[src/rtl/ps2_key_ctrl_if.sv]
// Signal bundle between the PS/2 scan-code decoder, its receiver FIFO and the CPU I/O port.
interface ps2_key_ctrl_if;
  logic       kbd_ready;
  logic [7:0] kbd_data;
  logic       kbd_overflow;
  logic       kbd_rdn;
  logic       ev_valid;
  logic [7:0] ev_code;
  logic       ev_ext;
  logic       ev_break;
  logic       ev_ack;
  logic [1:0] held;
  logic       err;
  logic       err_clr;

  modport slave (
    input  kbd_ready, kbd_data, kbd_overflow, ev_ack, err_clr,
    output kbd_rdn, ev_valid, ev_code, ev_ext, ev_break, held, err
  );

  modport master (
    output kbd_ready, kbd_data, kbd_overflow, ev_ack, err_clr,
    input  kbd_rdn, ev_valid, ev_code, ev_ext, ev_break, held, err
  );
endinterface

[src/rtl/ps2_key_ctrl.sv]
// Folds E0/F0/E1-prefixed PS/2 bytes into key events; one byte per 3 cycles (IDLE/POP/DEC).
// A pending event (ev_valid) stalls further pops until the cycle after ev_ack.
module ps2_key_ctrl #(
  parameter logic [7:0]  KEY0_CODE       = 8'h29,
  parameter logic [7:0]  KEY1_CODE       = 8'h76,
  parameter bit          SUPPRESS_REPEAT = 1'b1,
  parameter int unsigned PAUSE_SKIP      = 7
) (
  input logic           clk,
  input logic           clrn,
  ps2_key_ctrl_if.slave bus
);

  localparam int SKIP_W = (PAUSE_SKIP > 1) ? $clog2(PAUSE_SKIP + 1) : 1;
  localparam logic [SKIP_W-1:0] SKIP_LOAD = SKIP_W'(PAUSE_SKIP);

  typedef enum logic [1:0] {IDLE, POP, DEC} state_t;

  state_t            state_q, state_d;
  logic [7:0]        byte_q, byte_d;
  logic              ext_q, ext_d, brk_q, brk_d;
  logic              ext_e, brk_e;
  logic [SKIP_W-1:0] skip_q, skip_d, skip_e;
  logic [1:0]        held_q, held_d;
  logic              ev_valid_q, ev_valid_d;
  logic [7:0]        ev_code_q, ev_code_d;
  logic              ev_ext_q, ev_ext_d, ev_break_q, ev_break_d;
  logic              rdn_q, err_q;
  logic              drop;

  // Keyboard status/response bytes that never form part of a key sequence.
  function automatic logic is_status(input logic [7:0] b);
    case (b)
      8'hAA, 8'hFA, 8'hFE, 8'hEE, 8'h00, 8'hFF: is_status = 1'b1;
      default:                                  is_status = 1'b0;
    endcase
  endfunction

  always_comb begin
    state_d    = state_q;
    byte_d     = byte_q;
    // Overflow resyncs the stream: the byte in DEC this cycle sees cleared prefixes.
    ext_e      = ext_q & ~bus.kbd_overflow;
    brk_e      = brk_q & ~bus.kbd_overflow;
    skip_e     = bus.kbd_overflow ? '0 : skip_q;
    ext_d      = ext_e;
    brk_d      = brk_e;
    skip_d     = skip_e;
    held_d     = held_q;
    ev_valid_d = ev_valid_q & ~bus.ev_ack;
    ev_code_d  = ev_code_q;
    ev_ext_d   = ev_ext_q;
    ev_break_d = ev_break_q;
    drop       = 1'b0;
    case (state_q)
      IDLE: begin
        if (bus.kbd_ready && !ev_valid_q) begin
          byte_d  = bus.kbd_data;
          state_d = POP;
        end
      end
      POP: state_d = DEC;
      DEC: begin
        state_d = IDLE;
        if (skip_e != '0) begin
          skip_d = skip_e - SKIP_W'(1);
        end else if (byte_q == 8'hE1) begin
          skip_d = SKIP_LOAD;
          ext_d  = 1'b0;
          brk_d  = 1'b0;
        end else if (byte_q == 8'hE0) begin
          ext_d = 1'b1;
        end else if (byte_q == 8'hF0) begin
          brk_d = 1'b1;
        end else if (is_status(byte_q)) begin
          ext_d = 1'b0;
          brk_d = 1'b0;
        end else begin
          ext_d = 1'b0;
          brk_d = 1'b0;
          if (!ext_e && byte_q == KEY0_CODE) begin
            drop      = SUPPRESS_REPEAT & ~brk_e & held_q[0];
            held_d[0] = ~brk_e;
          end
          if (!ext_e && byte_q == KEY1_CODE) begin
            drop      = drop | (SUPPRESS_REPEAT & ~brk_e & held_q[1]);
            held_d[1] = ~brk_e;
          end
          // ev_valid is always low here: IDLE refuses to pop while an event is pending.
          if (!drop) begin
            ev_valid_d = 1'b1;
            ev_code_d  = byte_q;
            ev_ext_d   = ext_e;
            ev_break_d = brk_e;
          end
        end
      end
      default: state_d = IDLE;
    endcase
  end

  always_ff @(posedge clk or negedge clrn) begin
    if (!clrn) begin
      state_q    <= IDLE;
      byte_q     <= '0;
      ext_q      <= 1'b0;
      brk_q      <= 1'b0;
      skip_q     <= '0;
      held_q     <= '0;
      ev_valid_q <= 1'b0;
      ev_code_q  <= '0;
      ev_ext_q   <= 1'b0;
      ev_break_q <= 1'b0;
      rdn_q      <= 1'b1;
      err_q      <= 1'b0;
    end else begin
      state_q    <= state_d;
      byte_q     <= byte_d;
      ext_q      <= ext_d;
      brk_q      <= brk_d;
      skip_q     <= skip_d;
      held_q     <= held_d;
      ev_valid_q <= ev_valid_d;
      ev_code_q  <= ev_code_d;
      ev_ext_q   <= ev_ext_d;
      ev_break_q <= ev_break_d;
      rdn_q      <= (state_d != POP);
      if (bus.kbd_overflow)
        err_q <= 1'b1;
      else if (bus.err_clr)
        err_q <= 1'b0;
    end
  end

  assign bus.kbd_rdn  = rdn_q;
  assign bus.ev_valid = ev_valid_q;
  assign bus.ev_code  = ev_code_q;
  assign bus.ev_ext   = ev_ext_q;
  assign bus.ev_break = ev_break_q;
  assign bus.held     = held_q;
  assign bus.err      = err_q;

endmodule

[src/flat_wrapper.sv]
// flat-port wrapper written by rule: the top's interface ports become plain ports
module ps2_key_ctrl_flat 
#(
  parameter logic [7:0]  KEY0_CODE       = 8'h29,
  parameter logic [7:0]  KEY1_CODE       = 8'h76,
  parameter bit          SUPPRESS_REPEAT = 1'b1,
  parameter int unsigned PAUSE_SKIP      = 7
)
  (clk, clrn, bus_kbd_ready, bus_kbd_data, bus_kbd_overflow, bus_ev_ack, bus_err_clr, bus_kbd_rdn, bus_ev_valid, bus_ev_code, bus_ev_ext, bus_ev_break, bus_held, bus_err);
  ps2_key_ctrl_if bus_i ();
  input logic clk;
  input logic clrn;
  input wire logic [$bits(bus_i.kbd_ready)-1:0] bus_kbd_ready;
  input wire logic [$bits(bus_i.kbd_data)-1:0] bus_kbd_data;
  input wire logic [$bits(bus_i.kbd_overflow)-1:0] bus_kbd_overflow;
  input wire logic [$bits(bus_i.ev_ack)-1:0] bus_ev_ack;
  input wire logic [$bits(bus_i.err_clr)-1:0] bus_err_clr;
  output wire logic [$bits(bus_i.kbd_rdn)-1:0] bus_kbd_rdn;
  output wire logic [$bits(bus_i.ev_valid)-1:0] bus_ev_valid;
  output wire logic [$bits(bus_i.ev_code)-1:0] bus_ev_code;
  output wire logic [$bits(bus_i.ev_ext)-1:0] bus_ev_ext;
  output wire logic [$bits(bus_i.ev_break)-1:0] bus_ev_break;
  output wire logic [$bits(bus_i.held)-1:0] bus_held;
  output wire logic [$bits(bus_i.err)-1:0] bus_err;
  assign bus_i.kbd_ready = bus_kbd_ready;
  assign bus_i.kbd_data = bus_kbd_data;
  assign bus_i.kbd_overflow = bus_kbd_overflow;
  assign bus_i.ev_ack = bus_ev_ack;
  assign bus_i.err_clr = bus_err_clr;
  assign bus_kbd_rdn = bus_i.kbd_rdn;
  assign bus_ev_valid = bus_i.ev_valid;
  assign bus_ev_code = bus_i.ev_code;
  assign bus_ev_ext = bus_i.ev_ext;
  assign bus_ev_break = bus_i.ev_break;
  assign bus_held = bus_i.held;
  assign bus_err = bus_i.err;
  ps2_key_ctrl #(.KEY0_CODE(KEY0_CODE), .KEY1_CODE(KEY1_CODE), .SUPPRESS_REPEAT(SUPPRESS_REPEAT), .PAUSE_SKIP(PAUSE_SKIP)) u_core (.clk(clk), .clrn(clrn), .bus(bus_i));
endmodule
[config.mk]
export PLATFORM = sky130hd
export DESIGN_NAME = ps2_key_ctrl_flat
export DESIGN_NICKNAME = d
export VERILOG_FILES = /design/src/rtl/ps2_key_ctrl_if.sv /design/src/rtl/ps2_key_ctrl.sv /design/src/flat_wrapper.sv
export SDC_FILE = /design/constraint.sdc
export NUM_CORES = 1
export LEC_CHECK = 0
export ABC_AREA = 1
export BUFFER_PORTS_ARGS = -buffer_cell sky130_fd_sc_hd__buf_2
export CAP_MARGIN = 10
export CORE_ASPECT_RATIO = 2
export CORE_MARGIN = 2
export CORE_UTILIZATION = 45
export DETAILED_ROUTE_END_ITERATION = 8
export PLACE_DENSITY = 0.65
export SYNTH_ARGS = -nofsm -noshare
export SYNTH_HDL_FRONTEND = slang
export SYNTH_SLANG_ARGS = --single-unit
export TNS_END_PERCENT = 100
[constraint.sdc]
create_clock -name clk -period 2.1 [get_ports clk]
set_input_delay 0.105 -clock clk [delete_from_list [all_inputs] [get_ports clk]]
set_output_delay 0.105 -clock clk [all_outputs]
set_load 0.005 [all_outputs]
### Word level (Yosys, flattened, before mapping)

Index checks and enable logic that the tools add are counted.

* add/subtract/negate cells: 1
* equality and inequality tests: 13
* muxes and demuxes: 45
* bitwise operators: 15
* reductions and logical operators: 14

Operators with widths (count)
* == test 8 bit (second input constant): 8
* 2-to-1 mux 1 bit: 39
* AND reduction 7 bit: 3
* 2-to-1 mux 3 bit: 4
* inverter 1 bit: 9
* == test 8 x 6 -> 1 bit (second input constant): 1
* == test 8 x 7 -> 1 bit (second input constant): 1
* logical NOT 8 bit: 1
* OR reduction 6 bit: 1
* AND 1 bit: 5
* case mux 2 bit (2 select lines): 1
* logical AND 1 bit: 3
* nonzero test 3 bit: 1
* subtractor 3 x 1 -> 3 bit (second input constant): 1
* == test 2 x 1 -> 1 bit (second input constant): 1
* == test 2 bit (second input constant): 1
* logical NOT 1 bit: 2
* logical NOT 2 bit: 1
* 2-to-1 mux 2 bit: 1
* inequality test 2 x 1 -> 1 bit (second input constant): 1
* AND reduction 2 bit: 1
* nonzero test 2 bit: 1
* OR 1 bit: 1

* bits in registers: 30
* input port bits: 14
* output and inout bits: 15
* logic and storage cells: 101

### Logic depth before layout (Yosys ltp)

Gate-level depths: netlist of the first run.

* depth in word-level cells: 29
* depth in mapped cells: 12
* depth with buffers taken out: 11

### Least setup slack after synthesis of the first run

No wires, ideal clock.

* path kind: reg-to-reg
* start point: reg u_core.skip_q[0]
* end point: reg u_core.ev_code_q[0], in the netlist u_core.bus.ev_code[0]
* library setup time: 117 ps
* data arrival time: 1396 ps
* data required time: 1983 ps
* slack: 587 ps
* cell stages (with the launch flop): 12
* path buffers: 1
* clock period less this slack: 1513 ps
* path through: dfrtp_1 nand2_1 ha_1 ha_1 nand2_1 inv_1 nand2_1 nor2_1 nand3_2 buf_6 nand2_1 nand2_1

* cells in the longest elaborated chain, start to end: 4

RTL lines
* start, declared: line ps2_key_ctrl.sv:23 `logic [SKIP_W-1:0] skip_q, skip_d, skip_e;`
* start signal, assigned: line ps2_key_ctrl.sv:121 `skip_q <= skip_d;`
* 2-to-1 mux 3 bit: line ps2_key_ctrl.sv:45 `skip_e = bus.kbd_overflow ? '0 : skip_q;`
* nonzero test 3 bit: line ps2_key_ctrl.sv:65 `if (skip_e != '0) begin`
* inverter 1 bit (no source line)
* AND reduction 7 bit (no source line)
* end signal, assigned: line ps2_key_ctrl.sv:124 `ev_code_q <= ev_code_d;`
* end, declared: line ps2_key_ctrl.sv:26 `logic [7:0] ev_code_q, ev_code_d;`

Every way passes these cells.
A chain may end at the register's enable or synchronous reset.

### Final worst setup path of the first run

Ends and elaborated chain as after synthesis.

==> results of run 1 <==
-- power by group --
part	leakage, nW	switching, W	internal, W	total, W
combinational	0.603	0.000493	0.000266	0.000759
sequential	0.387	0.000182	0.000764	0.000946
clock	0.0472	0.000222	0.000263	0.000485
total	1.04	0.000897	0.00129	0.00219
-- cells by family (layout without fill, tap and decap cells) --
family / count (synthesis) / in the layout / share of synthesized area
DFF: 30 / 30 / 0.483
buffers and inverters: 28 / 63 / 0.0723
adders and majority gates: 2 / 2 / 0.0161
and+or+nand+nor: 136 / 136 / 0.361
AOI/OAI and AO/OA: 19 / 19 / 0.0683
-- flip-flops by register name (all words and copies together), names as in the netlist --
name / count
u_core.bus.err: 1
u_core.bus.held: 2
u_core.bus.kbd_rdn: 1
u_core.bus.ev_code: 8
u_core.byte_q: 8
u_core.bus.ev_break: 1
u_core.state_q: 2
u_core.bus.ev_valid: 1
u_core.bus.ev_ext: 1
u_core.ext_q: 1
u_core.skip_q: 3
u_core.brk_q: 1
-- metrics by stage --
stage               std cells  hold WS (ns)  setup WS, ns
floorplan                 215        -0.191         0.587
global placement          272         0.178         0.458
detailed placement        272         0.176         0.390
CTS                       282        0.0178         0.372
global route              282        0.0249         0.224
finish                    282        0.0175         0.397
-- worst max path at each step --
stage                                start                    end  slack [ns]
after floorplan           u_core.skip_q[0]  u_core.bus.ev_code[0]        0.59
after global placement    u_core.skip_q[1]  u_core.bus.ev_code[6]        0.46
after detailed placement  u_core.skip_q[0]  u_core.bus.ev_code[4]        0.39
after CTS                 u_core.skip_q[0]  u_core.bus.ev_code[4]        0.37
after global routing      u_core.skip_q[0]  u_core.bus.ev_code[0]        0.22
final                     u_core.skip_q[0]  u_core.bus.ev_code[0]        0.40
-- metal layers --
metal	track usage	routed length, microns	vias up
li1	-	-	740
met1	0.209	1300	662
met2	0.378	2000	43
met3	0.0436	133	12
met4	0.142	136	0
met5	0	0	-
-- area by class of cell --
class	count	area, sq um	area share
inverter	25	93.8	0.0512
multi-input combinational	157	693	0.378
tap	32	40.0	0.0218
timing repair buffer	30	160	0.0873
clock inverter	2	12.5	0.00682
clock buffer	6	82.6	0.0450
sequential	30	752	0.410
-- layout by cell type, fill, tap and decap left out, drive strengths merged --
master / instances
a21oi: 4
a22oi: 2
and3: 1
buf: 28
clkbuf: 6
clkinv: 1
clkinvlp: 1
dfrtp: 29
dfstp: 1
dlygate4sd3: 2
ha: 2
inv: 25
nand2: 79
nand3: 18
nand4: 2
nor2: 35
nor3: 1
o21ai: 11
o22ai: 2
==> impl.org, run 1 <==
** Cells and area
- Final antenna diode count :: 0
- Fin area :: 1830 sq um
- Final standard cell utilization of the core :: 0.549
- Fillers :: 330
- Fraction of final layout cells with drive strength greater than 1 :: 0.180
- Fin nets :: 265
- From synthesis to final layout, the design area changed by 17.8%.

** GRT
- Entering global routing, the biggest net connects 31 pins.
- First-pass GRT wire length :: 5.98 mm
- Global-route usage over all layers :: 0.214
- Antenna violations before repair :: 0
- The via count of the first global-routing pass came to 1,398.
- Global route total overflow :: 0

** Logic synthesis
- The largest total area in the synthesized netlist belongs to sky130_fd_sc_hd__dfrtp_1.
- Post-synth ARST share :: 1.00
- Post-synthesis net count :: 231
- Leading register cell type out of synthesis :: sky130_fd_sc_hd__dfrtp_1
- Gate count of the mapped netlist :: 215
- Mean cell area of the mapped netlist :: 7.25 sq um
- Yosys top cell area share :: 0.466
- Cells taking the most area after synthesis :: sky130_fd_sc_hd__dfrtp_1, sky130_fd_sc_hd__nand2_1, sky130_fd_sc_hd__nor2_1
- Number of storage elements in the synthesis netlist :: 30
- Number of enable flip-flop cells after synthesis :: 0
- Leading post-synthesis cells by instance count :: sky130_fd_sc_hd__nand2_1, sky130_fd_sc_hd__nor2_1, sky130_fd_sc_hd__dfrtp_1
- Cell variety after synth :: 21
- In this run the cell area of the synthesized design comes to 1560 sq um.
- Of the synthesized area, sequential elements account for 0.483.
- Most frequently used cell type in the post-synthesis netlist :: sky130_fd_sc_hd__nand2_1
- Synthesis Warnings :: 0

** Worst hold path
- In this run the worst hold path is classified as in2reg.
- In this run the most critical hold path is launched from bus_err_clr.
- Worst Hold Endpoint :: u_core.bus.err
- Count of cells along the worst hold path :: 2

** Setup path
- Count of buffer and inverter cells on the critical path :: 1
- Counting cells, the worst reg-to-reg path comes to 10.
- Data on the critical path is required at its endpoint by 2.27 ns.
- Beginning of the worst register-to-register path :: u_core.skip_q[0]
- The critical path in this run is classified as reg2reg.
- In this design, the critical path's most frequently occurring cell is sky130_fd_sc_hd__nand2_1.
- For this design, the slowest cell found on the critical path is sky130_fd_sc_hd__dfrtp_1.
- Top cell family by delay on the critical path :: simple AND/OR/NAND/NOR gates
- Delay contributed by the slowest stage of the critical path :: 0.37 ns
- In this run the critical register-to-register path is captured at u_core.bus.ev_code[0].
- Minimum setup slack among reg-to-reg paths :: 0.40 ns
- CP Data Arrival Time :: 1.88 ns
- The critical path crosses 10 cells after its start point.
- CP endpoint kind :: flip-flop
- In this run the worst path has a maximum fanout of 11.
- Worst Setup Start Kind :: flip-flop
- CP Cell Sequence :: nand2_1 -> ha_1 -> ha_1 -> nand2_1 -> inv_1 -> nand2_1 -> nor2_1 -> nand3_2 -> nand2_1 -> nand2_1

** Routing
- For this block, the via count after detailed routing is 1,457.
- 1st-iter DRT viols :: 39
- After detailed routing, the average wire length per cell comes to 12.7 microns.
- After detailed routing, the total wire length is 3.57 mm.
- Post-DRT Antenna Nets :: 0
- In the routed design, unresolved DRC markers number 0.
- Via-to-Cell Ratio :: 5.17
- The first TritonRoute pass finished after 4 iterations.

** Timing
- In this run the tightest slew margin relative to its limit is 0.564.
- Post-route clock skew :: 0.00642 ns
- Total of endpoints with negative setup slack in the final report :: 0
- Period minus WS final :: 1.70 ns
- Setup repair after global routing left no endpoint under its margin.
- Setup total negative slack on the finished layout was measured at 0 ns.
- Fin. Hold Viols :: 0
- Fraction of the cycle the final worst path needs :: 0.811
- Fmax :: 0.587 GHz
- Transition time at the pin with the least slew margin :: 0.653 ns
- The final number of max-transition violations came to 0.

** Floorplan
- The floorplan step defined a die boundary enclosing 3980 sq um.
- Die outline height :: 87.2 microns
- The floorplan step defined a core boundary enclosing 3340 sq um.
- Overall die width :: 45.6 microns
- Pin placement for this block handled 29 I/O pins.
- Number of cell rows :: 30
- Effective utilization at floorplan :: 0.466

** Power
- In this run the static leakage power is 1.04 nW.
- Dividing total power by cell area gives a power density of 1190 nW/um^2.
- Power Total :: 0.00219 W
- Across the VDD grid, the largest voltage drop is 0.834 mV.

** Placement
- Final weighted congestion in routability-driven placement :: 0.853
- The placed instances occupy a cell area of 1720 sq um.
- Placed wire-length estimate :: 2.76 mm
- Port buffering added 28 buffers.

** CTS
- Number of clock buffers inserted by TritonCTS :: 5
- Clock-pin slew was measured on the worst setup and hold paths at 0.07 ns.
- Clock root buffer master :: sky130_fd_sc_hd__clkbuf_8
- Once the clock tree was built, the setup fixing pass inserted 0 buffers.
- Number of hold buffers added after cts :: 2
- Maximum clock path buffer count :: 2
- TritonCTS clock tree :: built
- The later pin in the worst-skew pair is clocked with a latency of 0.29 ns.
- Clock sink count :: 30
- Once the clock tree was built, the resizer swapped 0 gates to a different size.
- The H-tree generated during clock tree synthesis spans 2 levels.

** Status
- The flow ran to the end, and the final reports show no timing, DRC or antenna violations.

** Flow run
- Max-cap violations in this run came to 0.
(Power assumes the default switching activity.)
==> inputs of run 2 (changes only) <==
--- a/config.mk
+++ b/config.mk
@@ -5,14 +5,14 @@
 export SDC_FILE = /design/constraint.sdc
 export NUM_CORES = 1
 export LEC_CHECK = 0
-export ABC_AREA = 1
+export ABC_AREA = 0
 export BUFFER_PORTS_ARGS = -buffer_cell sky130_fd_sc_hd__buf_2
 export CAP_MARGIN = 10
 export CORE_ASPECT_RATIO = 2
 export CORE_MARGIN = 2
 export CORE_UTILIZATION = 45
 export DETAILED_ROUTE_END_ITERATION = 8
-export PLACE_DENSITY = 0.65
+export PLACE_DENSITY = 0.68
 export SYNTH_ARGS = -nofsm -noshare
 export SYNTH_HDL_FRONTEND = slang
 export SYNTH_SLANG_ARGS = --single-unit
==> constraint.sdc (replaced) <==
create_clock -name clk -period 1.4 [get_ports clk]
set_input_delay 0.07 -clock clk [delete_from_list [all_inputs] [get_ports clk]]
set_output_delay 0.07 -clock clk [all_outputs]
set_load 0.005 [all_outputs]
==> run 2 against run 1 <==
  * Maximum frequency down 14%
  * Via count down 17%
  * Cell count down 22%
  * Non-clock buffer count up 43
  * Global-route usage up 2.4 points
  * The run now ends with setup timing left
  * Area after synthesis down 10%
  * Combinational power rose to 3.1 times the previous value
==> impl.org, run 2 <==
** Routing
- For this block, the routed nets add up to 3.79 mm of wire.
- Uppermost layer routed :: met4
- Detailed routing inserted a total of 1,214 vias.
- The detailed router put a total of 1.30 mm of wire on met1.
- After detailed routing, the number of vias per cell comes to 5.54.
- Routed length on met2 :: 2.18 mm
- Post-route DRC violation count :: 0
- The first routing iteration left 28 violations.
- Post-DRT Antenna Nets :: 0
- Summed over all nets, wire length on met3 after detailed routing comes to 131 microns.
- Dividing the detail-routed wire length by the instance count gives 17.3 microns.
- Before antenna repair, the detailed router went through 4 iterations.

** Setup path
- In this run the critical register-to-register path is captured at u_core.bus.ev_code[0].
- Worst Setup Start Kind :: flip-flop
- Worst setup path start :: u_core.byte_q[4]
- The critical path is of the reg2reg type.
- CP endpoint kind :: flip-flop
- In this run the worst path has a maximum fanout of 5.
- Beginning of the worst register-to-register path :: u_core.byte_q[4]
- The worst register-to-register path has a depth of 6.
- Required time of the critical path :: 1.56 ns
- The setup check on the worst reg-to-reg path leaves a slack of -0.59 ns.
- Endpoint of the worst setup timing path :: u_core.bus.ev_code[0]
- For the worst setup path, the data arrival time is 2.15 ns.

** Power
- Leakage :: 1.07 nW
- Clock group share of total power :: 0.155
- Max rail drop VDD :: 1.31 mV
- Int Power :: 0.00300 W
- Share of power burned in combinational logic :: 0.522
- Switching share of power :: 0.343
- Of the total power, registers draw 0.324.
- P per Cell Area :: 2110 nW/um^2
- Net switching power of the design :: 0.00156 W

** Placement
- The number of placed instances, taps included, is 194.
- Placed wire-length estimate :: 2.44 mm
- At the end of routability-driven placement, the weighted congestion stood at 0.954.
- Placement-stage worst setup slack :: -0.605 ns
- PortBufs :: 28

** Timing
- Derived from the worst setup path, the maximum achievable clock frequency is 0.502 GHz.
- For the pin with the worst max-slew slack, the measured transition is 0.665 ns.
- Setup repair after global routing missed its margin :: true
- The worst path in the final design needs a cycle of 1.99 ns, including I/O delays and setup.
- Setup violations remaining at the end of the flow were counted as 26.
- Setup slack on the critical path of the routed design comes to -0.592 ns.
- Final max-slew violation count :: 0
- Measured against its own limit, the worst slew margin works out to 0.557.
- Of the available clock period, the critical path in the final layout requires 1.42.
- Fin. Hold Viols :: 0
- Post-route clock skew :: 0.00843 ns

** Status
- Run status :: finished with violations
- The final reports fail on setup timing.

** Cells and area
- Fin nets :: 204
- Summing all multi-input logic gate instances after layout gives 737 sq um.
- In the final layout, the share of cells above drive strength 1 is 0.593.
- Leaving out fill and tap cells, the most frequent cells in the layout are sky130_fd_sc_hd__buf_4, sky130_fd_sc_hd__dfrtp_1, sky130_fd_sc_hd__buf_2.
- Register area :: 752 sq um
- Final antenna diode count :: 0
- Relative area change from synthesis to final layout :: 54.5%
- The library cell used most frequently in the layout, excluding fill and tap cells, is sky130_fd_sc_hd__buf_4.
- Fill cells in the final layout number 215.
- Final instance count without filler cells :: 219

** CTS
- Maximum clock path buffer count :: 2
- Clock sink count :: 30
- The H-tree was split into 2 levels.
- The clock reaches the later pin of the worst-skew pair after 0.29 ns.
- CTS placed an instance of sky130_fd_sc_hd__clkbuf_8 at the clock tree root.
- In this run, CTS created clock tree buffers numbering 5.
- TritonCTS built the clock tree.
- Clock-pin slew was measured on the worst setup and hold paths at 0.06 ns.

** Logic synthesis
- In the post-synthesis netlist, the biggest area contributors are sky130_fd_sc_hd__dfrtp_1, sky130_fd_sc_hd__mux2_1, sky130_fd_sc_hd__mux2_4.
- Ranked by instance count, the synthesized netlist is headed by sky130_fd_sc_hd__dfrtp_1, sky130_fd_sc_hd__mux2_1, sky130_fd_sc_hd__mux2_4.
- Fraction of the mapped netlist area in simple logic gates :: 0.162
- Of the total synthesized cell area, the portion taken by full adders, half adders and majority gates is 0.0179.
- Cell variety after synth :: 33
- After synthesis, the share of cell area in mux cells is 0.174.
- The fraction of the mapped netlist area in compound gates was 0.0751.
- Of the synthesized area, sequential elements account for 0.538.
- Synthesis produced a netlist whose cell count is 113.
- Of the total synthesized cell area, the portion taken by XOR and XNOR cells is 0.
- In this run, synthesis inferred 0 flip-flops with an integrated enable.
- During synthesis, Yosys emitted a total of 0 warnings.
- Summing every instance area after synthesis gives 1400 sq um.
- Post-synthesis net count :: 129
- Largest area contributor in the synthesized netlist :: sky130_fd_sc_hd__dfrtp_1
- The share of synthesized area in the top cell type comes to 0.519.
- Number of storage elements in the synthesis netlist :: 30
- Most frequently used cell type in the post-synthesis netlist :: sky130_fd_sc_hd__dfrtp_1
- Main combinational cell family by area after synthesis :: multiplexers
- After synthesis, the mean cell area works out to 12.4 sq um.
- Of all flip-flops after synthesis, the portion carrying an async set or reset was 1.00.
- Leading register cell type out of synthesis :: sky130_fd_sc_hd__dfrtp_1

** GRT
- The first global-routing pass estimated 6.22 mm of wire.
- After global routing the overflow that remains totals 0.
- The initial antenna violation count is 0.
- Across every metal layer, demand over resource in global routing totals 0.238.
- Entering global routing, the biggest net connects 31 pins.
- The via count of the first global-routing pass is 1,288.

** Floorplan
- The floorplan step defined a die boundary enclosing 3600 sq um.
- For this configuration, the core starts out at a cell density of 0.470.
- For this design the top-level I/O count stands at 29.
- The die is 82.9 microns tall.
- The die is 43.4 microns wide.
- Placeable core region :: 2980 sq um
- Number of cell rows :: 28

** Worst hold path
- Count of cells along the worst hold path :: 2
- Path type of the worst min-delay path :: in2reg

** Flow run
- The tool flagged a number of max-cap violations equal to 0.
==> run 2: cell count changes after synthesis, moves of 9 or more <==
cell                      before  now
sky130_fd_sc_hd__nor2_1       33    5
sky130_fd_sc_hd__nand2_1      75    7
sky130_fd_sc_hd__mux2_1        0   11
sky130_fd_sc_hd__nand3_1      17    7
sky130_fd_sc_hd__inv_1        25    2
sky130_fd_sc_hd__o21ai_0      10    1
==> run 2: critical path: stages, from the launching register on <==
cell and delay [ns]:
sky130_fd_sc_hd__dfrtp_1 0.40, sky130_fd_sc_hd__or4b_4 0.57, sky130_fd_sc_hd__o22ai_2 0.18, sky130_fd_sc_hd__a41oi_2 0.14, sky130_fd_sc_hd__nand4_2 0.14, sky130_fd_sc_hd__buf_6 0.15, sky130_fd_sc_hd__mux2_4 0.30
==> run 2: logic make-up after synthesis <==
kind of cell / Yosys count
buffers and inverters: 8
flip-flops: 30
AND/OR/NAND/NOR: 39
multiplexers: 19
adder cells (fa/ha/maj): 2
AO/OA/AOI/OAI: 15
==> run 2: power by group through the flow <==
stage	Sequential, W	Combinational [W]	Clock, W
after CTS	0.00146	0.00224	0.000719
after global placement	0.00145	0.00177	0
after global routing	0.00151	0.00256	0.000741
after detailed placement	0.00147	0.00182	0
after floorplan	0.00150	0.000940	0
final	0.00148	0.00238	0.000705
==> run 2: through the flow <==
step	power, W	hold WS, ns	TNS (ns)	area (sq um)	utilization
after floorplan	0.00244	-0.226	-6.91	1430	-
after global placement	0.00321	0.123	-6.81	1800	0.605
after detailed placement	0.00329	0.141	-7.54	1800	0.605
after CTS	0.00442	0.0152	-7.50	2090	0.700
after global routing	0.00481	0.0279	-9.74	2160	0.726
final	0.00456	0.0182	-8.15	2160	0.726
==> run 2: per-layer routing <==
metal	vias up	track usage
met5	-	0
met4	0	0.132
met3	16	0.0522
met2	35	0.419
met1	610	0.244
li1	553	-
==> run 2: area by class of cell <==
cell class                 instances  area share
timing repair buffer              73       0.246
multi-input combinational         75       0.341
tap                               30      0.0174
clock buffer                       7      0.0400
sequential                        30       0.348
clock inverter                     1     0.00232
inverter                           3     0.00521
==> run 2: how the worst min path moves through the flow <==
stage | from | to | slack, ns
floorplan | clrn | u_core.brk_q | -0.23
global placement | clrn | u_core.state_q[1] | 0.12
detailed placement | clrn | u_core.state_q[1] | 0.14
CTS | bus_kbd_data[7] | u_core.byte_q[7] | 0.02
global route | bus_kbd_data[7] | u_core.byte_q[7] | 0.03
finish | bus_kbd_data[7] | u_core.byte_q[7] | 0.02
==> run 2: timing repair <==
action	in CTS	in global routing
cloned	1	0
endpoints found under the setup margin	24	27
gates resized for setup	23	10
hold buffers	3	0
buffers inserted	8	6
endpoints found under the hold margin	31	0
pin swaps	4	7
